## src/rtl/dmem_arbiter.sv

```systemverilog
`default_nettype none
// ============================================================================
// Module   : dmem_arbiter
// Brief    : Round-robin arbiter sharing the single-port data memory between
//            the CPU MEM stage and a debug/loader port, with fixed latency.
// Revision : 1.0 - initial release
// ============================================================================
module dmem_arbiter #(
    parameter int MEM_LAT = 2,
    parameter int AW      = 5
) (
    input  logic          clk_i,
    input  logic          rst_i,
    input  logic          cpu_req_i,
    input  logic          cpu_we_i,
    input  logic [31:0]   cpu_addr_i,
    input  logic [31:0]   cpu_wdata_i,
    output logic [31:0]   cpu_rdata_o,
    output logic          cpu_stall_o,
    input  logic          dbg_req_i,
    input  logic          dbg_we_i,
    input  logic [31:0]   dbg_addr_i,
    input  logic [31:0]   dbg_wdata_i,
    output logic [31:0]   dbg_rdata_o,
    output logic          dbg_ack_o,
    output logic          mem_en_o,
    output logic          mem_we_o,
    output logic [AW-1:0] mem_addr_o,
    output logic [31:0]   mem_wdata_o,
    input  logic [31:0]   mem_rdata_i,
    output logic [31:0]   stall_cnt_o
);

    localparam logic [1:0] c_S_IDLE    = 2'd0;
    localparam logic [1:0] c_S_CPU_ACC = 2'd1;
    localparam logic [1:0] c_S_DBG_ACC = 2'd2;
    localparam logic [1:0] c_S_DBG_ACK = 2'd3;
    localparam logic [3:0] c_LAT_M1    = 4'(MEM_LAT - 1);

    logic [1:0]  r_state;
    logic [1:0]  w_state_nxt;
    logic [3:0]  r_cnt;
    logic [3:0]  w_cnt_nxt;
    logic        r_last_dbg;
    logic        w_last_dbg_nxt;
    logic [31:0] r_dbg_rdata;
    logic [31:0] w_dbg_rdata_nxt;
    logic [31:0] r_stall_cnt;

    logic        w_idle;
    logic        w_grant_cpu;
    logic        w_grant_dbg;
    logic        w_own_cpu;
    logic        w_own_dbg;
    logic [3:0]  w_cnt_cur;
    logic        w_done;
    logic        w_cpu_done;
    logic        w_unused_addr_bits;

    // Grants are masked during reset so the memory strobes drop at once.
    assign w_idle      = (r_state == c_S_IDLE);
    assign w_grant_cpu = w_idle && !rst_i && cpu_req_i && (!dbg_req_i || r_last_dbg);
    assign w_grant_dbg = w_idle && !rst_i && dbg_req_i && (!cpu_req_i || !r_last_dbg);
    assign w_own_cpu   = w_grant_cpu || (r_state == c_S_CPU_ACC);
    assign w_own_dbg   = w_grant_dbg || (r_state == c_S_DBG_ACC);
    assign w_cnt_cur   = w_idle ? c_LAT_M1 : r_cnt;
    assign w_done      = (w_own_cpu || w_own_dbg) && (w_cnt_cur == 4'd0);
    assign w_cpu_done  = w_own_cpu && w_done;

    always_comb begin
        w_state_nxt     = r_state;
        w_cnt_nxt       = r_cnt;
        w_last_dbg_nxt  = r_last_dbg;
        w_dbg_rdata_nxt = r_dbg_rdata;
        if (w_own_cpu || w_own_dbg) begin
            w_cnt_nxt = w_done ? 4'd0 : (w_cnt_cur - 4'd1);
        end
        if (w_grant_cpu) begin
            w_last_dbg_nxt = 1'b0;
        end
        if (w_grant_dbg) begin
            w_last_dbg_nxt = 1'b1;
        end
        if (w_own_dbg && w_done) begin
            w_dbg_rdata_nxt = dbg_we_i ? 32'd0 : mem_rdata_i;
        end
        case (r_state)
            c_S_IDLE: begin
                if (w_grant_cpu) begin
                    w_state_nxt = w_done ? c_S_IDLE : c_S_CPU_ACC;
                end else if (w_grant_dbg) begin
                    w_state_nxt = w_done ? c_S_DBG_ACK : c_S_DBG_ACC;
                end
            end
            c_S_CPU_ACC: begin
                if (w_done) begin
                    w_state_nxt = c_S_IDLE;
                end
            end
            c_S_DBG_ACC: begin
                if (w_done) begin
                    w_state_nxt = c_S_DBG_ACK;
                end
            end
            c_S_DBG_ACK: w_state_nxt = c_S_IDLE;
            default:     w_state_nxt = c_S_IDLE;
        endcase
    end

    always_ff @(posedge clk_i or posedge rst_i) begin
        if (rst_i) begin
            r_state     <= c_S_IDLE;
            r_cnt       <= 4'd0;
            r_last_dbg  <= 1'b1;
            r_dbg_rdata <= 32'd0;
        end else begin
            r_state     <= w_state_nxt;
            r_cnt       <= w_cnt_nxt;
            r_last_dbg  <= w_last_dbg_nxt;
            r_dbg_rdata <= w_dbg_rdata_nxt;
        end
    end

    always_ff @(posedge clk_i or posedge rst_i) begin
        if (rst_i) begin
            r_stall_cnt <= 32'd0;
        end else if (cpu_stall_o && (r_stall_cnt != 32'hFFFF_FFFF)) begin
            r_stall_cnt <= r_stall_cnt + 32'd1;
        end
    end

    assign cpu_rdata_o = w_cpu_done ? mem_rdata_i : 32'd0;
    assign cpu_stall_o = cpu_req_i && !w_cpu_done;
    assign dbg_rdata_o = r_dbg_rdata;
    assign dbg_ack_o   = (r_state == c_S_DBG_ACK);
    assign stall_cnt_o = r_stall_cnt;

    // The owner's inputs pass straight through for the whole access.
    assign mem_en_o    = w_own_cpu || w_own_dbg;
    assign mem_we_o    = w_own_cpu ? cpu_we_i : (w_own_dbg ? dbg_we_i : 1'b0);
    assign mem_addr_o  = w_own_cpu ? cpu_addr_i[AW+1:2] :
                         (w_own_dbg ? dbg_addr_i[AW+1:2] : '0);
    assign mem_wdata_o = w_own_cpu ? cpu_wdata_i : (w_own_dbg ? dbg_wdata_i : 32'd0);

    assign w_unused_addr_bits = ^{cpu_addr_i[31:AW+2], cpu_addr_i[1:0],
                                  dbg_addr_i[31:AW+2], dbg_addr_i[1:0]};

endmodule
`default_nettype wire

```

## config.mk

```make
export PLATFORM = sky130hd
export DESIGN_NAME = dmem_arbiter
export DESIGN_NICKNAME = d
export VERILOG_FILES = /design/src/rtl/dmem_arbiter.sv
export SDC_FILE = /design/constraint.sdc
export NUM_CORES = 1
export LEC_CHECK = 0
export ABC_AREA = 1
export CAP_MARGIN = 20
export CORE_AREA = 2 2 139 141
export CTS_BUF_LIST = sky130_fd_sc_hd__clkbuf_2 sky130_fd_sc_hd__clkbuf_4 sky130_fd_sc_hd__clkbuf_8
export DETAILED_ROUTE_END_ITERATION = 8
export DIE_AREA = 0 0 141 143
export PLACE_DENSITY = 0.59
export SYNTH_ARGS = -nofsm -noshare
export SYNTH_HDL_FRONTEND = slang
export SYNTH_SLANG_ARGS = --single-unit
export TNS_END_PERCENT = 30
```

## constraint.sdc

```tcl
create_clock -name clk_i -period 4.02 [get_ports clk_i]
set_input_delay 0.804 -clock clk_i [delete_from_list [all_inputs] [get_ports clk_i]]
set_output_delay 0.804 -clock clk_i [all_outputs]
set_load 0.01 [all_outputs]
```

==> impl_metrics.tcl <==
set metrics [dict create \
    synthesis.area_um2 4620 \
    grt_max_degree 72 \
    final_max_slew_viol_count 0 \
    dp_hpwl_um 14000 \
    cp.required_ns 3.22 \
    cap_violations 0 \
    drive_gt1_share_pct 5.07 \
    power_mw 3.77 \
    synthArstFlopShare_pct 100 \
    vdd_drop_max_mv 0.174 \
    r2r-end "stall_cnt_o[12]" \
    finalHoldViolations 0 \
    route.detailed.drc 0 \
    via_per_inst 4.40 \
    initial_utilization_pct 24.9 \
    area_growth_pct 63.6 \
    numPortBuffers 248 \
    synth_commonest_cells "291 x nand2_1, 97 x nor2_1, 70 x dfrtp_1" \
    status "finished clean" \
    synth.area.top_cells "dfrtp_1 38%, nand2_1 24%, nor2_1 7.9%, a22o_1 7.0%, inv_1 4.1%" \
    postCtsResizedCells 0 \
    yosys.area.top_type "dfrtp_1" \
    die_x_um 141 \
    synth_enable_flop_cells 0 \
    gp_congestion 0.913 \
    drt_pass1_iterations 5 \
    worst_pin_slew_ns 0.943 \
    seqPwrFrac_pct 27.0 \
    holdPathStages 2 \
    fmax_ghz 0.266 \
    cp-end-kind "primary output" \
    cts-root-buf "clkbuf_8" \
    slew_headroom_pct 37.2 \
    coreArea_um2 18600 \
    avgSynthCellArea_um2 6.78 \
    switching_share_pct 37.4 \
    synth_top_area_share_pct 37.9 \
    synthFlopType "dfrtp_1" \
    ys_types 30 \
    seq_area_frac_synth_pct 38.5 \
    holdPathEnd "dbg_rdata_o[30]" \
    whs_ns 0.490 \
    wl_per_cell_um 15.2 \
    drt_iter0_markers 342 \
    die_area_um2 20200 \
    p_per_area_nw_per_um2 498 \
    syn_nets 850 \
    critPathSlowestCell "clkdlybuf4s50_1" \
    p_leak_nw 3.45 \
    ios 303 \
    ys_warn_count 0 \
    max_stage_delay_ns 0.56 \
    hold_buffers 0 \
    setup_violations 0 \
    hold_start "dbg_rdata_o[30]" \
    crit_type "in -> out" \
    r2r_cells 10 \
    htree_num_levels 3 \
    placedCellCount 1145 \
    path_clk_slew_ns 0.07 \
    ant_nets 0 \
    synth-seq-cells 71 \
    fp.dieH_um 143 \
    vias 5112 \
    cpMostUsedCell "clkdlybuf4s50_1" \
    p_int_mw 2.36 \
    skew_ns 0.0116 \
    grt_usage_pct 17.5 \
    cp-start-kind "input port" \
    period_share_pct 93.5 \
    timing.rr.start "r_state[0]" \
    antenna_found_initial 2 \
    nets 1090 \
    yosysMostFrequentCell "nand2_1" \
    fin_setup_tns_ns 0 \
    syn_inst 682 \
    routed_wl_um 17600 \
    cts_buffer_depth 2 \
    grt_setup_unrepaired "false" \
    arrival_ns 2.95 \
    min_period_ns 3.76 \
    cts_tree "done" \
    rows 50 \
    postCtsSetupRepairBufs 0 \
    path_cells "clkdlybuf4s50_1 > a21boi_0 > nand2_1 > nand2_2 > nand2_4 > nor2_1 > clkdlybuf4s50_1" \
    critPathMaxFanout 34 \
    p_sw_mw 1.41 \
    numCtsBuffers 9 \
    r2r_setup_slack_ns 1.67 \
    instances_no_fill 1162 \
    grt_pass1_vias 4667 \
    grt_pass1_wl_um 27000 \
    hold_path.class "reg -> reg" \
    pwr-share-clk_pct 19.4 \
    fillers 1960 \
    combPwrFrac_pct 53.6 \
    cts_sinks 71 \
    overflow 0 \
    cpLargestDelayFamily "buffers and inverters" \
    clk-insertion-delay-late_ns 0.36 \
    cp.buffers_inverters 2 \
]
stage by stage:
step                      util [%]  worst slack [ns]  cell area (um2)
after CTS                     40.7             0.235             7560
after floorplan                  -             0.327             4630
after global routing          40.7             0.135             7560
after global placement        39.3             0.233             7310
after detailed placement      39.3             0.243             7310
final                         40.7             0.261             7560
logic make-up after synthesis:
family          Yosys count  synth area share (%)
buf+inv                  84                  8.18
flops                    71                  38.5
xor+xnor                 12                  2.27
simple gates            435                  39.0
compound gates           78                  11.6
fa+ha+maj                 2                 0.541
how the worst max path moves through the flow:
stage | slack (ns) | from | to | depth (start not counted)
5_1_grt | 0.13 | cpu_req_i | cpu_rdata_o[4] | 7
4_1_cts | 0.23 | cpu_req_i | cpu_rdata_o[24] | 7
6_report | 0.26 | cpu_req_i | cpu_rdata_o[27] | 7
3_5_place_dp | 0.24 | cpu_req_i | cpu_rdata_o[24] | 7
3_3_place_gp | 0.23 | cpu_req_i | cpu_rdata_o[24] | 7
2_1_floorplan | 0.33 | rst_i | mem_wdata_o[10] | 8
cell usage in the layout, fill, tap and decap left out, drive strengths merged, types with 2 or more instances in the layout:
cell	netlist	final
nand2	299	299
xnor2	2	2
clkbuf	8	11
nand4	8	8
a22o	37	37
ha	2	2
nand3	9	9
clkinvlp	0	2
clkdlybuf4s50	0	248
bufinv	0	3
clkinv	1	2
nand3b	16	16
buf	19	8
dfrtp	70	70
inv	56	55
xor2	10	10
nor2	103	103
o21ai	38	38
metal layers:
layer	GRT usage (%)	wire [um]	up-vias
met5	0	13	-
met4	5.42	349	2
met3	4.93	1280	20
met2	27.5	7850	171
met1	23.4	8140	2291
li1	-	-	2628
cell type report:
class                   instances  area (um2)  area share [%]
diodes                          1        2.50          0.0331
multi-input cells             527        2470            32.6
well taps                     234         293            3.87
flip-flops and latches         71        1780            23.5
clock buffers                  11         145            1.92
repair buffers                256        2550            33.8
inverters                      57         218            2.88
clock inverters                 5         106            1.41
tightest hold or removal path, cell delays in order, from the launching register on:
cell and delay (ns):
dfrtp_1 0.35, nand2_1 0.05, o21ai_0 0.06
flip-flops by register name, summed over array words and instances (netlist names):
signal,flops
stall_cnt_o,32
r_last_dbg,1
dbg_rdata_o,32
r_cnt,4
r_state,2
power by group through the flow:
| stage | registers [mW] | logic, mW | clock network [mW] |
|---|---|---|---|
| after floorplan | 1.07 | 0.968 | 0 |
| after global placement | 1.03 | 2.04 | 0 |
| after detailed placement | 1.03 | 2.04 | 0 |
| after CTS | 1.02 | 2.05 | 0.755 |
| after global routing | 1.04 | 2.21 | 0.788 |
| final | 1.02 | 2.02 | 0.730 |
Power figures use the tool's default switching activity.
==> RTL edit 1: new RTL, same settings <==
Change the parameter `AW` from 5 to 6.
--- a/src/rtl/dmem_arbiter.sv
+++ b/src/rtl/dmem_arbiter.sv
@@ -8,5 +8,5 @@
 module dmem_arbiter #(
     parameter int MEM_LAT = 2,
-    parameter int AW      = 5
+    parameter int AW      = 6
 ) (
     input  logic          clk_i,
Interface: changed (resized mem_addr_o); port bits go from 303 to 304. The function was not compared with the original's and may differ.
==> RTL edit 1 against the original RTL <==
  * Area after synthesis rose by 1.2%
  * Sequential cell count did not move
  * First-iteration DRC count fell by 15%
  * Combinational power rose by 2%
  * Design area rose by 1.1%
  * Worst setup slack improved by 0.067 ns
  * Total power rose by 1.1%
  * Routed wire length rose by 2.3%
  * Critical path type unchanged
  * Critical endpoint is now mem_wdata_o[23]
==> RTL edit 1: results (changes against the original RTL) <==
- Synth Net Count: 849 (was 850)
- Routed via count: 5153 (was 5112)
- Hold WS: 0.486 ns (was 0.490 ns)
- Seq pwr share: 0.267 (was 0.270)
- Area contributors post-synth: dfrtp_1 (37%), nand2_1 (22%), nor2_1 (7.2%) (was dfrtp_1 (38%), nand2_1 (24%), nor2_1 (7.9%))
- Fillers: 1871 (was 1960)
- Seq/Total Area, Yosys: 0.380 (was 0.385)
- First-pass GRT wire length: 27900 um (was 27000 um)
- Setup Buffers After CTS: 0 (unchanged)
- RR Endpoint: stall_cnt_o[29]$_DFFE_PP0P_ (was stall_cnt_o[12]$_DFFE_PP0P_)
- Adder-cell share of the synthesized area: 0.00535 (was 0.00541)
- Crit Path Max Fanout: 21 (was 34)
- Total power: 0.00381 W (was 0.00377 W)
- Max VDD drop: 187 uV (was 174 uV)
- Met1 wire length: 8170 um (was 8140 um)
- Synth top cells by count: nand2_1 (278), nor2_1 (90), dfrtp_1 (70) (was nand2_1 (291), nor2_1 (97), dfrtp_1 (70))
- Post-route insts no fill: 1163 (was 1162)
- Gate power share: 0.540 (was 0.536)
- Layout cell share with drive strength beyond 1: 0.0678 (was 0.0507)
- Worst-margin pin slew: 0.951 ns (was 0.943 ns)
- Met3 usage: 0.0476 (was 0.0493)
- Antenna diode instance count: 0 (was 1)
- Skew final: 0.0156 ns (was 0.0116 ns)
- Met3 wire length: 1320 um (was 1280 um)
- Largest stage delay, worst path: 0.60 ns (was 0.56 ns)
- Antenna violations before repair: 1 (was 2)
- Gpl congestion: 0.847 (was 0.913)
- XOR/XNOR Fraction of Synth Area: 0.0225 (was 0.0227)
- Post-layout min period: 3.69 ns (was 3.76 ns)
- Vias in the first global route: 4812 (was 4667)
- Hold endpoint: dbg_rdata_o[26]$_DFFE_PP0P_ (was dbg_rdata_o[30]$_DFFE_PP0P_)
- R2R Setup Slk: 1.57 ns (was 1.67 ns)
- Routing usage on met2: 0.288 (was 0.275)
- Power per cell area: 498 nW/um2 (about the same)
- Routed wire length: 18000 um (was 17600 um)
- Complex-gate fraction of the synthesized area: 0.116 (about the same)
- DR pass1 iterations: 4 (was 5)
- Dpl hpwl: 14000 um (about the same)
- Placement Cell Area: 7400 um2 (was 7310 um2)
- CP arrival: 2.89 ns (was 2.95 ns)
- All-Layer GR Usage: 0.179 (was 0.175)
- Initial DRC Count: 289 (was 342)
- Yosys cell types: 31 (was 30)
- Outcome: completed (unchanged)
- Syn avg cell area: 6.87 um2 (was 6.78 um2)
- DP Cell Count: 1147 (was 1145)
- Sw Share: 0.378 (was 0.374)
- DR WL met2: 8300 um (was 7850 um)
- Dpl ws: 0.152 ns (was 0.243 ns)
==> RTL edit 1: worst reg2reg max path, stage by stage (launching register included) <==
cell	delay, ns
dfrtp_1	0.43
nor2_2	0.19
nor2_1	0.11
ha_1	0.26
nand2_2	0.11
nor2_4	0.05
nand2_4	0.31
buf_4	0.26
nand3_4	0.39
nand2_1	0.20
nand2_1	0.07
==> RTL edit 1: worst max path at each step <==
stage               startpoint              end  cells after the start
global placement         rst_i  mem_wdata_o[23]                      8
floorplan                rst_i  mem_wdata_o[12]                      8
detailed placement       rst_i  mem_wdata_o[23]                      8
finish               cpu_req_i  mem_wdata_o[23]                      7
global route             rst_i  mem_wdata_o[23]                      8
CTS                      rst_i  mem_wdata_o[23]                      8
==> RTL edit 1: cell type report <==
class                      instances  area share
clock buffer                      11      0.0190
clock inverter                     5      0.0136
tap                              234      0.0383
sequential                        71       0.232
multi-input combinational        525       0.329
inverter                          58      0.0293
timing repair buffer             259       0.338
==> RTL edit 2: new RTL, same settings <==
Without the edit above. Take the reset off `r_dbg_rdata` and load it in a clocked block of its own.
--- a/src/rtl/dmem_arbiter.sv
+++ b/src/rtl/dmem_arbiter.sv
@@ -113,11 +113,13 @@
             r_cnt       <= 4'd0;
             r_last_dbg  <= 1'b1;
-            r_dbg_rdata <= 32'd0;
         end else begin
             r_state     <= w_state_nxt;
             r_cnt       <= w_cnt_nxt;
             r_last_dbg  <= w_last_dbg_nxt;
-            r_dbg_rdata <= w_dbg_rdata_nxt;
         end
+    end
+
+    always_ff @(posedge clk_i) begin
+        r_dbg_rdata <= w_dbg_rdata_nxt;
     end
 
Check against the original RTL: differs if rst_i is asserted again (counterexample within 4 cycles, from zero or initial values and one cycle with rst_i high); with rst_i held inactive, the same outputs for 10 cycles.
==> RTL edit 2 against the original RTL <==
  * Critical path depth stayed put
  * Design area is 3.8% lower
  * Worst setup slack better by 0.10 ns
  * Total power is 5.8% lower
  * Area after synthesis is 6.1% lower
  * Sequential cell count stayed put
  * Sequential power is 6% lower
  * Clock skew is 0.0026 ns lower
  * Register-to-register slack worse by 0.47 ns
  * Routed wire length is 11% lower
  * Largest cell class unchanged
  * Die area stayed put
  * Global-route usage is 2.3 points lower
==> RTL edit 2: results (changes against the original RTL) <==
- R2R Setup Slk: 1.20 ns (was 1.67 ns)
- Antenna diode instance count: 0 (was 1)
- XOR/XNOR Fraction of Synth Area: 0.0323 (was 0.0227)
- Placement Cell Area: 7080 um2 (was 7310 um2)
- Dpl ws: 0.314 ns (was 0.243 ns)
- Hold endpoint: r_cnt[0]$_DFFE_PP0P_ (was dbg_rdata_o[30]$_DFFE_PP0P_)
- Leakage Power: 3.14 nW (was 3.45 nW)
- Post-synth EDFFs: 32 (was 0)
- Skew final: 0.00899 ns (was 0.0116 ns)
- CTS Buffer Depth: 2 (unchanged)
- Worst slew margin: 0.497 (was 0.372)
- Worst Reg-to-Reg Cells: 8 (was 10)
- Vias in the first global route: 4385 (was 4667)
- Outcome: completed (unchanged)
- Worst skew pair latency: 0.35 ns
- Post_cts resized: 0 (unchanged)
- Synth top cells by count: nand2_1 (217), nor2_1 (130), inv_1 (51) (was nand2_1 (291), nor2_1 (97), dfrtp_1 (70))
- Initial DRC Count: 208 (was 342)
- Dpl hpwl: 12300 um (was 14000 um)
- Drt wl/cell: 14.6 um (was 15.2 um)
- Fillers: 1897 (was 1960)
- All-Layer GR Usage: 0.152 (was 0.175)
- Net count, final: 1007 (was 1090)
- Async set or reset register ratio after synthesis: 0.549 (was 1.00)
- Max VDD drop: 252 uV (was 174 uV)
- Yosys cell types: 27 (was 30)
- Yosys warning total: 0 (unchanged)
- Largest stage delay, worst path: 0.63 ns (was 0.56 ns)
- Worst-path clk slew: 0.08 ns
- Complex-gate fraction of the synthesized area: 0.0899 (was 0.116)
- Seq/Total Area, Yosys: 0.447 (was 0.385)
- RR Endpoint: stall_cnt_o[5]$_DFFE_PP0P_ (was stall_cnt_o[12]$_DFFE_PP0P_)
- DR pass1 iterations: 4 (was 5)
- HP Start: r_cnt[0]$_DFFE_PP0P_ (was dbg_rdata_o[30]$_DFFE_PP0P_)
- CTS root buffer: clkbuf_8 (unchanged)
- Crit-path slowest cell: clkdlybuf4s50_1 (unchanged)
- H-tree levels: 3 (unchanged)
- R2r startpoint: r_state[0]$_DFFE_PP0P_ (unchanged)
- Area contributors post-synth: edfxtp_1 (22%), dfrtp_1 (22%), nand2_1 (19%) (was dfrtp_1 (38%), nand2_1 (24%), nor2_1 (7.9%))
- Gpl congestion: 0.876 (was 0.913)
- Routed via count: 4607 (was 5112)
- Antenna violations before repair: 0 (was 2)
- Port bufs: 248 (unchanged)
- Top_reg_cell synth: dfrtp_1 (unchanged)
- Num CTS Buffers: 9 (unchanged)
- Largest net degree at the start of global routing: 40 (was 72)
- Layout cell share with drive strength beyond 1: 0.0474 (was 0.0507)
- Adder-cell share of the synthesized area: 0.00577 (was 0.00541)
- Crit Path Max Fanout: 34 (unchanged)
- Hold depth: 2 (unchanged)
- Multiplexer share of the synthesized area: 0 (unchanged)
- First-pass GRT wire length: 23700 um (was 27000 um)
- Synth Net Count: 761 (was 850)
[RTL edit 2: changes by cell type in the layout (fill, tap and decap cells not counted), sizes merged, moves of 4 or more]
cell	before	now
nor2	103	133
edfxtp	0	32
nand4	8	2
dfrtp	70	38
nand3	9	5
o21ai	38	7
nand2	299	224
[RTL edit 2: logic make-up after synthesis]
| group | Yosys count |
|---|---|
| buf+inv | 76 |
| simple gates | 379 |
| compound gates | 49 |
| fa+ha+maj | 2 |
| xor+xnor | 16 |
| flops | 71 |
[RTL edit 2: final cells by class]
cell class | count | share of cell area
timing repair buffer | 256 | 0.351
clock inverter | 6 | 0.00843
multi-input combinational | 446 | 0.287
tap | 234 | 0.0403
clock buffer | 10 | 0.0181
inverter | 55 | 0.0284
sequential | 71 | 0.266
[RTL edit 2: worst max-delay path, delay by kind of cell]
kind	cells	cell delay, ns
buffers and inverters	2	1.12
and+or+nand+nor	4	0.71
AOI/OAI and AO/OA	1	0.20
[RTL edit 2: power by group]
part	switching (W)	total, W	internal, W	leakage (nW)
logic	0.00100	0.00201	0.00101	2.22
registers	0.0000752	0.000954	0.000879	0.821
clock network	0.000291	0.000582	0.000292	0.0994
total	0.00137	0.00355	0.00218	3.14
[RTL edit 2: metal layers]
layer | vias to the layer above | track usage | wire length, um
li1 | 2364 | - | -
met1 | 2087 | 0.195 | 6730
met2 | 142 | 0.255 | 7950
met3 | 14 | 0.0312 | 813
met4 | 0 | 0.0521 | 225
met5 | - | 0 | 0
[RTL edit 2: worst max path at each step]
| stage | start | end | slack [ns] | cells past startpoint |
|---|---|---|---|---|
| floorplan | rst_i | dbg_rdata_o[0]$_SDFFCE_PP0P_ | 1.04 | 5 |
| global placement | cpu_req_i | cpu_rdata_o[8] | 0.33 | 7 |
| detailed placement | cpu_req_i | cpu_rdata_o[8] | 0.31 | 7 |
| CTS | cpu_req_i | cpu_rdata_o[8] | 0.30 | 7 |
| global route | r_state[0]$_DFFE_PP0P_ | cpu_stall_o | 0.21 | 9 |
| finish | cpu_req_i | cpu_rdata_o[8] | 0.37 | 7 |
[RTL edit 2: through the flow]
step                      instances  total power (W)  hold WS (ns)  utilization
after floorplan                 593          0.00196         0.442            -
after global placement         1062          0.00301         0.466        0.381
after detailed placement       1062          0.00300         0.468        0.381
after CTS                      1078          0.00361         0.492        0.391
after global routing           1078          0.00379         0.527        0.391
final                          1078          0.00355         0.492        0.391
